**config.mk**
```make
export PLATFORM = sky130hd
export DESIGN_NAME = lvds_capture_seq
export DESIGN_NICKNAME = d
export VERILOG_FILES = /design/src/rtl/lvds_capture_pkg.sv /design/src/rtl/toggle_sync.sv /design/src/rtl/lvds_capture_seq.sv
export SDC_FILE = /design/constraint.sdc
export NUM_CORES = 1
export LEC_CHECK = 0
export ABC_AREA = 0
export BUFFER_PORTS_ARGS = -buffer_cell sky130_fd_sc_hd__buf_2
export CAP_MARGIN = 20
export CORE_MARGIN = 4
export CORE_UTILIZATION = 35
export DETAILED_ROUTE_END_ITERATION = 8
export HOLD_SLACK_MARGIN = 0.15
export MAX_ROUTING_LAYER = met4
export SKIP_LAST_GASP = 1
export SLEW_MARGIN = 20
export SYNTH_ARGS = -nofsm -noshare
export SYNTH_HDL_FRONTEND = slang
export SYNTH_SLANG_ARGS = --single-unit
```
**constraint.sdc**
```tcl
create_clock -name LVDS_CLK -period 4.4 [get_ports LVDS_CLK]
set_input_delay 0.22 -clock LVDS_CLK [delete_from_list [all_inputs] [get_ports LVDS_CLK]]
set_output_delay 0.22 -clock LVDS_CLK [all_outputs]
set_load 0.1 [all_outputs]
```
**src/rtl/lvds_capture_pkg.sv**
```systemverilog
// Shared definitions for the LVDS capture sequencer: state encoding,
// default buffer length and the saturation limit of the dropped-start counter.
package lvds_capture_pkg;

  typedef enum logic [1:0] {
    IDLE    = 2'd0,
    ARM     = 2'd1,
    CAPTURE = 2'd2,
    DONE    = 2'd3
  } cap_state_t;

  localparam int         BUFFER_SIZE_DEFAULT = 4096;
  localparam logic [7:0] DROP_CNT_MAX        = 8'd255;

endpackage

```
**src/rtl/toggle_sync.sv**
```systemverilog
// Brings a request toggle from the AXI domain into LVDS_CLK and turns each
// edge of it into a single-cycle pulse.
module toggle_sync
  import lvds_capture_pkg::*;
#(
  parameter int SYNC_STAGES = 2
) (
  input  logic LVDS_CLK,
  input  logic lvds_resetn,
  input  logic tgl,
  output logic pulse
);

  logic [SYNC_STAGES-1:0] sync_q;
  logic                   hist_q;

  // Shift the toggle through the synchronizer chain and keep the last settled level.
  always_ff @(posedge LVDS_CLK or negedge lvds_resetn) begin
    if (!lvds_resetn) begin
      sync_q <= '0;
      hist_q <= 1'b0;
    end else begin
      sync_q <= {sync_q[SYNC_STAGES-2:0], tgl};
      hist_q <= sync_q[SYNC_STAGES-1];
    end
  end

  assign pulse = sync_q[SYNC_STAGES-1] ^ hist_q;

endmodule

```
**src/rtl/lvds_capture_seq.sv**
```systemverilog
// Capture sequencer: accepts start/abort toggles, optionally waits for a
// rising edge on one lane, then streams one buffer length of lane samples
// to the lane buffers and reports completion with a toggle.
module lvds_capture_seq
  import lvds_capture_pkg::*;
#(
  parameter int BUFFER_SIZE = BUFFER_SIZE_DEFAULT,
  parameter int ADDR_W      = 12,
  parameter int SYNC_STAGES = 2
) (
  input  logic              LVDS_CLK,
  input  logic              lvds_resetn,
  input  logic              start_tgl,
  input  logic              abort_tgl,
  input  logic              trig_en,
  input  logic [1:0]        trig_lane,
  input  logic [3:0]        lvds_in,
  output logic              wr_en,
  output logic [ADDR_W-1:0] wr_addr,
  output logic [3:0]        wr_data,
  output logic              busy,
  output logic              done_tgl,
  output logic              aborted,
  output logic [7:0]        start_drop_cnt
);

  localparam logic [ADDR_W-1:0] LAST_ADDR = ADDR_W'(BUFFER_SIZE - 1);

  logic [3:0]        lvds_q, lvds_qq;
  logic              start_pulse, abort_pulse, trigger;
  cap_state_t        state_q, state_d;
  logic [ADDR_W-1:0] addr_q, addr_d;
  logic [1:0]        trig_lane_q, trig_lane_d;
  logic              aborted_d;
  logic [7:0]        drop_d;

  toggle_sync #(.SYNC_STAGES(SYNC_STAGES)) u_start_sync (
    .LVDS_CLK    (LVDS_CLK),
    .lvds_resetn (lvds_resetn),
    .tgl         (start_tgl),
    .pulse       (start_pulse)
  );

  toggle_sync #(.SYNC_STAGES(SYNC_STAGES)) u_abort_sync (
    .LVDS_CLK    (LVDS_CLK),
    .lvds_resetn (lvds_resetn),
    .tgl         (abort_tgl),
    .pulse       (abort_pulse)
  );

  // Register the raw lanes once for capture and a second time for edge detection.
  always_ff @(posedge LVDS_CLK or negedge lvds_resetn) begin
    if (!lvds_resetn) begin
      lvds_q  <= '0;
      lvds_qq <= '0;
    end else begin
      lvds_q  <= lvds_in;
      lvds_qq <= lvds_q;
    end
  end

  assign trigger = lvds_q[trig_lane_q] & ~lvds_qq[trig_lane_q];

  // Sequencer state, write address counter and the lane chosen at start.
  always_ff @(posedge LVDS_CLK or negedge lvds_resetn) begin
    if (!lvds_resetn) begin
      state_q     <= IDLE;
      addr_q      <= '0;
      trig_lane_q <= 2'd0;
    end else begin
      state_q     <= state_d;
      addr_q      <= addr_d;
      trig_lane_q <= trig_lane_d;
    end
  end

  // Next-state decode; trig_en only steers the IDLE exit, so it is used as sampled there.
  always_comb begin
    state_d     = state_q;
    addr_d      = addr_q;
    trig_lane_d = trig_lane_q;
    aborted_d   = aborted;
    drop_d      = start_drop_cnt;
    if (start_pulse && (state_q != IDLE) && (start_drop_cnt != DROP_CNT_MAX)) begin
      drop_d = start_drop_cnt + 8'd1;
    end
    unique case (state_q)
      IDLE: begin
        if (start_pulse) begin
          trig_lane_d = trig_lane;
          aborted_d   = 1'b0;
          addr_d      = '0;
          state_d     = trig_en ? ARM : CAPTURE;
        end
      end
      ARM: begin
        if (abort_pulse) begin
          state_d   = IDLE;
          aborted_d = 1'b1;
        end else if (trigger) begin
          state_d = CAPTURE;
        end
      end
      CAPTURE: begin
        if (abort_pulse) begin
          state_d   = IDLE;
          aborted_d = 1'b1;
        end else begin
          addr_d = addr_q + ADDR_W'(1);
          if (addr_q == LAST_ADDR) begin
            state_d = DONE;
          end
        end
      end
      DONE: begin
        state_d = IDLE;
      end
      default: begin
        state_d = IDLE;
      end
    endcase
  end

  // Registered outputs: writes trail the CAPTURE state by one cycle, busy tracks the state itself.
  always_ff @(posedge LVDS_CLK or negedge lvds_resetn) begin
    if (!lvds_resetn) begin
      wr_en          <= 1'b0;
      wr_addr        <= '0;
      wr_data        <= '0;
      busy           <= 1'b0;
      done_tgl       <= 1'b0;
      aborted        <= 1'b0;
      start_drop_cnt <= '0;
    end else begin
      wr_en          <= (state_q == CAPTURE);
      wr_addr        <= addr_q;
      wr_data        <= (state_q == CAPTURE) ? lvds_q : 4'd0;
      busy           <= (state_d == ARM) || (state_d == CAPTURE);
      aborted        <= aborted_d;
      start_drop_cnt <= drop_d;
      if (state_q == DONE) begin
        done_tgl <= ~done_tgl;
      end
    end
  end

endmodule

```
==> results of run 1 <==
routing by layer:
| layer | global-route usage | up-vias |
|---|---|---|
| li1 | - | 736 |
| met1 | 0.150 | 734 |
| met2 | 0.168 | 33 |
| met3 | 0.0434 | 9 |
| met4 | 0.0765 | 0 |
| met5 | - | - |
placed cells by master (no fill, tap or decap), drive strengths merged, types with 7 or more instances in the layout:
cell	instances
clkbuf	11
buf	40
xnor2	15
nand4	7
nor4	8
nand2	11
dfrtp	58
nor2	18
dlygate4sd3	9
cell families (layout without fill, tap and decap cells):
kind of cell               after synthesis  count (layout)  synth area share
and+or+nand+nor                         66              66             0.176
DFF                                     58              58             0.618
xor gates and xnor gates                21              21            0.0847
AOI/OAI and AO/OA                       12              12            0.0453
buffers and inverters                    8              69            0.0170
adders and majority gates                6               6            0.0320
muxes                                    6               6            0.0272
where the power goes:
group          internal, uW  switching (uW)  total [uW]
Clock                   405             202         607
Combinational           175             633         808
Sequential              622            77.0         699
Total                  1200             913        2110
per-stage QoR:
step | instance area [um2] | hold WS, ns | utilization
after floorplan | 2350 | -0.0756 | -
after global placement | 2630 | 0.329 | 0.409
after detailed placement | 2630 | 0.329 | 0.409
after CTS | 2970 | 0.297 | 0.462
after global routing | 2970 | 0.343 | 0.462
final | 2970 | 0.318 | 0.462
Yosys cell counts:
library cell  instances
nand2_1              11
a221oi_1              1
a311o_1               1
a211o_1               1
o31ai_1               1
nor4_4                2
and4b_1               1
mux2_2                3
a21oi_1               1
o311ai_2              1
and4_1                1
inv_1                 4
xor2_2                1
nor3_1                3
nand3_1               5
nor4bb_1              2
xnor2_2               1
nor4_1                1
nor4b_1               2
nand4_1               7
clkbuf_1              1
o211a_1               1
o21ai_0               1
nor2b_1               1
mux2i_1               3
o211ai_1              1
buf_2                 2
and3_1                2
nor2_2                1
a32oi_1               1
nor4_2                5
dfrtp_1              58
and2_1                5
a2bb2oi_1             1
nor2_1               17
ha_1                  6
xor2_1                5
buf_6                 1
o311a_1               1
xnor2_1              14
final cells by class:
class                      count  area share
tap                           77      0.0325
sequential                    58       0.489
multi-input combinational    111       0.289
clock buffer                  11      0.0510
clock inverter                 5      0.0337
timing repair buffer          49      0.0995
inverter                       4     0.00506
critical path: stages, from the launching register on:
cell and delay (ns):
dfrtp_1 0.45, inv_1 0.12, ha_1 0.41, inv_1 0.14, nor2_2 0.59, nor2_1 0.15, and3_1 0.22, nor3_1 0.15
worst max-delay path by stage:
stage                             startpoint                            end  depth (start not counted)
5_1_grt                 state_q[0]$_DFF_PN0_          addr_q[2]$_DFFE_PN0P_                          7
3_5_place_dp            state_q[0]$_DFF_PN0_          addr_q[2]$_DFFE_PN0P_                          7
6_report                state_q[0]$_DFF_PN0_          addr_q[2]$_DFFE_PN0P_                          7
2_1_floorplan  start_drop_cnt[0]$_DFFE_PN0P_  start_drop_cnt[5]$_DFFE_PN0P_                          6
4_1_cts                 state_q[0]$_DFF_PN0_          addr_q[2]$_DFFE_PN0P_                          7
3_3_place_gp            state_q[0]$_DFF_PN0_          addr_q[2]$_DFFE_PN0P_                          7
sequential cells by signal (all words and copies together), names as in the netlist:
signal and count:
wr_data 4, state_q 2, start_drop_cnt 8, busy 1, wr_addr 12, lvds_qq 4, u_abort_sync.sync_q 2, u_start_sync.sync_q 2
trig_lane_q 2, wr_en 1, lvds_q 4, u_abort_sync.hist_q 1, done_tgl 1, addr_q 12, aborted 1, u_start_sync.hist_q 1
==> metrics.md, run 1 <==
| Metric | Value |
|---|---|
| Power Total | `2110 uW` |
| Worst reg2reg startpoint | `state_q[0]$_DFF_PN0_` |
| Yosys warning count | `0` |
| Die ar. | `8080 um2` |
| Setup repair bufs after CTS | `0` |
| Hold Buf Count CTS | `9` |
| Vias per cell | `4.80` |
| Routed wl met3 | `228 um` |
| Mapped Nets | `194` |
| Fin Setup TNS | `0 ns` |
| Core region area | `6420 um2` |
| Dpl hpwl | `2820 um` |
| Period minus WS final | `2.33 ns` |
| Total GRT Usage | `0.121` |
| Fraction of final layout cells sized beyond drive strength 1 | `0.294` |
| Router iterations before antenna repair | `4` |
| NumNets Final | `250` |
| RSZ-0062 raised after global routing | `no` |
| Worst reg2reg endpoint | `addr_q[2]$_DFFE_PN0P_` |
| Crit start category | `flip-flop` |
| Fmax | `430 MHz` |
| #FFs+latches synth | `58` |
| Gr ovfl total | `0` |
| WP data required | `4.65 ns` |
| Inserted Diodes | `0` |
| Routability Congestion | `0.732` |
| Largest net degree at the start of global routing | `59` |
| Crit Path Max Fanout | `12` |
| Avg Cell Area, Syn | `13.3 um2` |
| Via Count | `1512` |
| Clk_lat worst skew | `0.34 ns` |
| # H-tree levels | `3` |
| Clk Tree Root Cell | `clkbuf_8` |
| Die width | `89.9 um` |
| Status | `complete, no violations` |
| Mapped Area | `2350 um2` |
| Die H | `89.9 um` |
| Non-Filler Instances | `315` |
| Wire per inst | `13.1 um` |
| Ranking of synthesized cells by area | `dfrtp_1, xnor2_1, ha_1, nor2_1, nor4_2` |
| Routed wl met2 | `1860 um` |
| Tcrit/Tclk final | `0.528` |
| CTS Buffer Depth | `2` |
| Initial DRC Count | `105` |
| Number of library cell types mapped by synthesis | `40` |
| Finish-stage setup viols | `0` |
| Final Hold Vio Count | `0` |
| Pre-CTS setup slack | `2.11 ns` |
| Hold Path Origin | `trig_en` |
| Seq/Total Area, Yosys | `0.618` |
| I/O pins | `39` |
| Final ANT Viol Nets | `0` |
| Worst setup path category | `flip-flop to flip-flop` |
| DRT Wirelength | `4120 um` |
| Fillers | `597` |
| Clock-pin slew on the worst setup and hold paths | `0.07 ns` |
| Global-route wire length before repair | `7390 um` |
| Vias in the first global route | `1543` |
| R2R depth | `7` |
| Hold EP | `state_q[1]$_DFF_PN0_` |
| Reg-to-reg setup timing slack | `2.07 ns` |
| # DRC | `0` |
| Final worst setup slack | `2.07 ns` |
| Crit path DAT | `2.57 ns` |
| Total CTS buffers | `9` |
| Synth Instances | `177` |
| Slew HR | `0.515` |
| Clock sink count | `58` |
| Max Used Layer | `met4` |
| Max cap viols | `0` |
| Leakage power | `0.00141 uW` |
| Area growth, synth to finish | `26.3%` |
| Min-Delay Path Depth | `4` |
| CP endpoint kind | `flip-flop` |
| Slew @ Worst Pin | `0.725 ns` |
| Rows | `29` |
| Multi-input gate area | `857 um2` |
| Max-slew violations | `0` |
| Seq. cell area | `1450 um2` |
| PwrDens | `713 nW/um2` |
| Hold Path Class | `primary input to flip-flop` |
| DP Cell Count | `290` |
| Initial Utilization | `0.366` |
| Area leader, netlist | `dfrtp_1` |
| Clock skew | `0.00654 ns` |
| Top-area cell type share of the netlist area | `0.618` |
| Metal1 wirelength | `1920 um` |
| Maximum vdd drop | `796 uV` |
| PortBufs | `38` |
| TritonCTS clock tree | `built` |
| Antenna violations before repair | `0` |
| Cts repair resizes | `0` |
(Power assumes the default switching activity.)
==> inputs of run 2 (changes only) <==
--- a/config.mk
+++ b/config.mk
@@ -5,7 +5,7 @@
 export SDC_FILE = /design/constraint.sdc
 export NUM_CORES = 1
 export LEC_CHECK = 0
-export ABC_AREA = 0
+export ABC_AREA = 1
 export BUFFER_PORTS_ARGS = -buffer_cell sky130_fd_sc_hd__buf_2
 export CAP_MARGIN = 20
 export CORE_MARGIN = 4
==> constraint.sdc (replaced) <==
create_clock -name LVDS_CLK -period 2.1 [get_ports LVDS_CLK]
set_input_delay 0.105 -clock LVDS_CLK [delete_from_list [all_inputs] [get_ports LVDS_CLK]]
set_output_delay 0.105 -clock LVDS_CLK [all_outputs]
set_load 0.1 [all_outputs]
==> run 2 against run 1 <==
Clock-buffer cell count is 1 lower. Final area is 2.2% higher. Combinational power is 120% higher. Sequential share of layout area is 0.88 points lower. Register-to-register slack worse by 1.9 ns. First-iteration DRC count is 60% lower. Global-route usage is 1.4 points higher. Critical path type unchanged.
==> metrics.md, run 2 <==
| Metric | Value |
|---|---|
| CP max-delay cell | `dfrtp_1` |
| Crit path largest cell delay | `0.41 ns (-0.18 ns)` |
| Clk_lat worst skew | `0.33 ns (about the same)` |
| Wire per inst | `12.5 um (-4.7%)` |
| # H-tree levels | `3 (unchanged)` |
| Inserted Diodes | `0 (unchanged)` |
| Router iterations before antenna repair | `4 (unchanged)` |
| Ys flop type | `dfrtp_1` |
| Finish-stage setup viols | `0 (unchanged)` |
| GRT Max-Usage Layer | `met2` |
| R2R depth | `9 (+2)` |
| Bufs and invs on worst path | `2 (unchanged)` |
| Top-count cell post-synth | `dfrtp_1` |
| Seq pwr share | `0.341 (+0.010)` |
| Routability Congestion | `0.844 (+15%)` |
| Maximum vdd drop | `455 uV (-43%)` |
| Status | `complete, no violations` |
| #FFs+latches synth | `58 (unchanged)` |
| DP Cell Count | `360 (+24%)` |
| WP depth | `9 (+2)` |
| Hold Path Class | `primary input to async pin` |
| Vias per cell | `4.55 (-5.1%)` |
| # DRC | `0 (unchanged)` |
| TritonCTS clock tree | `built` |
| Core region area | `6760 um2 (+5.2%)` |
| Rows | `30 (+3.4%)` |
| Non-Filler Instances | `386 (+23%)` |
| Pint | `2220 uW (+85%)` |
| Comb pwr share | `0.416 (+0.034)` |
| Antenna violations before repair | `0 (unchanged)` |
| Period minus WS final | `1.88 ns (-0.442 ns)` |
| Leakage power | `0.00156 uW (+11%)` |
| CP Launch Point | `state_q[0]$_DFF_PN0_` |
| Seq/Total Area, Yosys | `0.597 (-0.0213)` |
| GRT met2 Usage | `0.213 (+0.0448)` |
| Mapped Area | `2430 um2 (+3.6%)` |
| Max-slew violations | `0 (unchanged)` |
| Cell Chain, Critical Path | `inv_1 -> ha_1 -> inv_2 -> nor2_2 -> nand2_2 -> nand2_4 -> nand2_1 -> o21ai_0 -> a21oi_1` |
| Ranking of synthesized cells by area | `dfrtp_1, nand2_1, nand3_1, inv_1, xor2_1` |
| I/O pins | `39 (unchanged)` |
| Number of library cell types mapped by synthesis | `27 (-33%)` |
| Reg-to-reg setup timing slack | `0.22 ns (-1.86 ns)` |
| PortBufs | `38 (unchanged)` |
| NumNets Final | `318 (+27%)` |
| Yosys warning count | `0 (unchanged)` |
| PwrDens | `1390 nW/um2 (+95%)` |
| Avg Cell Area, Syn | `10.1 um2 (-24%)` |
| Gr ovfl total | `0 (unchanged)` |
| Clock-pin slew on the worst setup and hold paths | `0.07 ns (about the same)` |
| Area growth, synth to finish | `24.6%` |
| Crit path to | `addr_q[5]$_DFFE_PN0P_` |
| Top-area cell type share of the netlist area | `0.597 (-0.0213)` |
| Worst setup path category | `flip-flop to flip-flop` |
| Die ar. | `8350 um2 (+3.3%)` |
| Post-synth EDFFs | `0 (unchanged)` |
| Max cap viols | `0 (unchanged)` |
| Fin Setup TNS | `0 ns (unchanged)` |
| Initial Utilization | `0.360 (-0.00567)` |
| Fraction of final layout cells sized beyond drive strength 1 | `0.265 (-0.0294)` |
| Psw | `2000 uW (+120%)` |
| Slew @ Worst Pin | `0.495 ns (-0.230 ns)` |
| Crit path DAT | `2.10 ns (-0.47 ns)` |
| Clock skew | `0.00673 ns (+0.000188 ns)` |
| WP data required | `2.32 ns (-2.33 ns)` |
| Clock sink count | `58 (unchanged)` |
| Tcrit/Tclk final | `0.896 (+0.368)` |
| Area leader, netlist | `dfrtp_1` |
| Fin util | `0.449 (-0.0132)` |
| Met3 Usage GRT | `0.0373 (-0.00612)` |
| Fmax | `531 MHz (+24%)` |
| Die H | `91.4 um (+1.6%)` |
| Total CTS buffers | `9 (unchanged)` |
| Die width | `91.4 um (+1.6%)` |
| Largest net degree at the start of global routing | `23 (-61%)` |
| Worst reg2reg startpoint | `state_q[0]$_DFF_PN0_` |
| Cts repair resizes | `0 (unchanged)` |
| Synth Instances | `241 (+36%)` |
| CP endpoint kind | `flip-flop` |
| Initial DRC Count | `42 (-60%)` |
| Final Hold Vio Count | `0 (unchanged)` |
| RSZ-0062 raised after global routing | `no` |
| Via Count | `1758 (+16%)` |
| Clk Tree Root Cell | `clkbuf_8` |
| Final ANT Viol Nets | `0 (unchanged)` |
| Global routing usage on met1 | `0.161 (+0.0116)` |
| Most frequent cells after synthesis | `dfrtp_1, nand2_1, inv_1` |
| Top delay family on crit path | `simple AND/OR/NAND/NOR gates` |
| Most common cell after layout, fill and taps aside | `nand2_1` |
| Largest registers | `addr_q (12), wr_addr (12), start_drop_cnt (8)` |
| Worst reg2reg endpoint | `addr_q[5]$_DFFE_PN0P_` |
| Post-synth ARST share | `1.00 (unchanged)` |
| Crit Path Max Fanout | `14 (+2)` |
| Dpl hpwl | `3430 um (+22%)` |
| Global-route wire length before repair | `8600 um (+16%)` |
| Total GRT Usage | `0.135 (+0.0141)` |
| Setup repair bufs after CTS | `0 (unchanged)` |
| Mapped Nets | `258 (+33%)` |
| Slew HR | `0.673 (+0.158)` |
| Crit start category | `flip-flop` |
| DRT Wirelength | `4810 um (+17%)` |
| Clock share of power | `0.244 (-0.043)` |
| Vias in the first global route | `1821 (+18%)` |
| Most frequent cells in the layout | `nand2_1, dfrtp_1, buf_2, inv_1, nand3_1` |
| CTS Buffer Depth | `2 (unchanged)` |
| Switching Share | `0.473 (+0.0419)` |
==> run 2: stage by stage <==
stage / hold slack [ns] / worst slack, ns / instance area [um2] / power [uW]
2_1_floorplan: -0.191 / 0.0542 / 2440 / 2930
3_3_place_gp: 0.0958 / 0.332 / 2730 / 3200
6_report: 0.263 / 0.217 / 3030 / 4220
3_5_place_dp: 0.0956 / 0.238 / 2730 / 3210
5_1_grt: 0.299 / 0.0596 / 3030 / 4480
4_1_cts: 0.271 / 0.226 / 3030 / 4270
==> run 2: worst min-delay path by stage <==
stage / from / end / cells past startpoint
after floorplan: lvds_resetn / aborted$_DFFE_PN0P_ / 0
after global placement: lvds_resetn / wr_data[3]$_DFF_PN0_ / 1
after detailed placement: lvds_resetn / wr_data[3]$_DFF_PN0_ / 1
after CTS: lvds_resetn / trig_lane_q[1]$_DFFE_PN0P_ / 2
after global routing: lvds_resetn / trig_lane_q[1]$_DFFE_PN0P_ / 2
final: lvds_resetn / trig_lane_q[1]$_DFFE_PN0P_ / 2
==> run 2: cells by family (layout without fill, tap and decap cells) <==
group / Yosys count / count (layout) / share of synthesized area
AOI/OAI and AO/OA: 18 / 18 / 0.0453
xor gates and xnor gates: 12 / 12 / 0.0432
adders and majority gates: 6 / 6 / 0.0309
buffers and inverters: 34 / 99 / 0.0586
DFF: 58 / 58 / 0.597
and+or+nand+nor: 113 / 113 / 0.225
==> run 2: worst reg2reg max path: cells and delay by family, from the launching register on <==
| kind | cells | cell delay (ns) |
|---|---|---|
| AND/OR/NAND/NOR | 4 | 0.59 |
| buffers and inverters | 2 | 0.23 |
| AO/OA/AOI/OAI | 2 | 0.24 |
| flip-flops | 1 | 0.41 |
| adder cells (fa/ha/maj) | 1 | 0.31 |
==> run 2: per-layer routing <==
| layer | share of wire | up-vias | routed length (um) |
|---|---|---|---|
| met1 | 0.45 | 838 | 2170 |
| met2 | 0.49 | 27 | 2370 |
| met4 | 0.019 | 0 | 91 |
| li1 | - | 885 | - |
| met3 | 0.038 | 8 | 185 |
| met5 | 0 | - | 0 |
==> run 2: final cells by class <==
type / instances / area [um2]
inverters: 32 / 120
clock buffers: 10 / 138
well taps: 80 / 100
flip-flops and latches: 58 / 1460
multi-input cells: 149 / 838
repair buffers: 51 / 313
fillers: 660 / 3720
clock inverters: 6 / 66.3
==> run 2: power by group through the flow <==
stage | Clock, uW | Sequential, uW | Combinational (uW)
5_1_grt | 1120 | 1480 | 1890
6_report | 1030 | 1440 | 1750
3_5_place_dp | 0 | 1470 | 1750
3_3_place_gp | 0 | 1460 | 1740
4_1_cts | 1060 | 1450 | 1770
2_1_floorplan | 0 | 2350 | 579
==> run 2: what timing repair did <==
action / 4_1_cts / 5_1_grt
hold buffers: 10 / 0
setup endpoints to repair: 0 / 0
hold endpoints to repair: 29 / 0
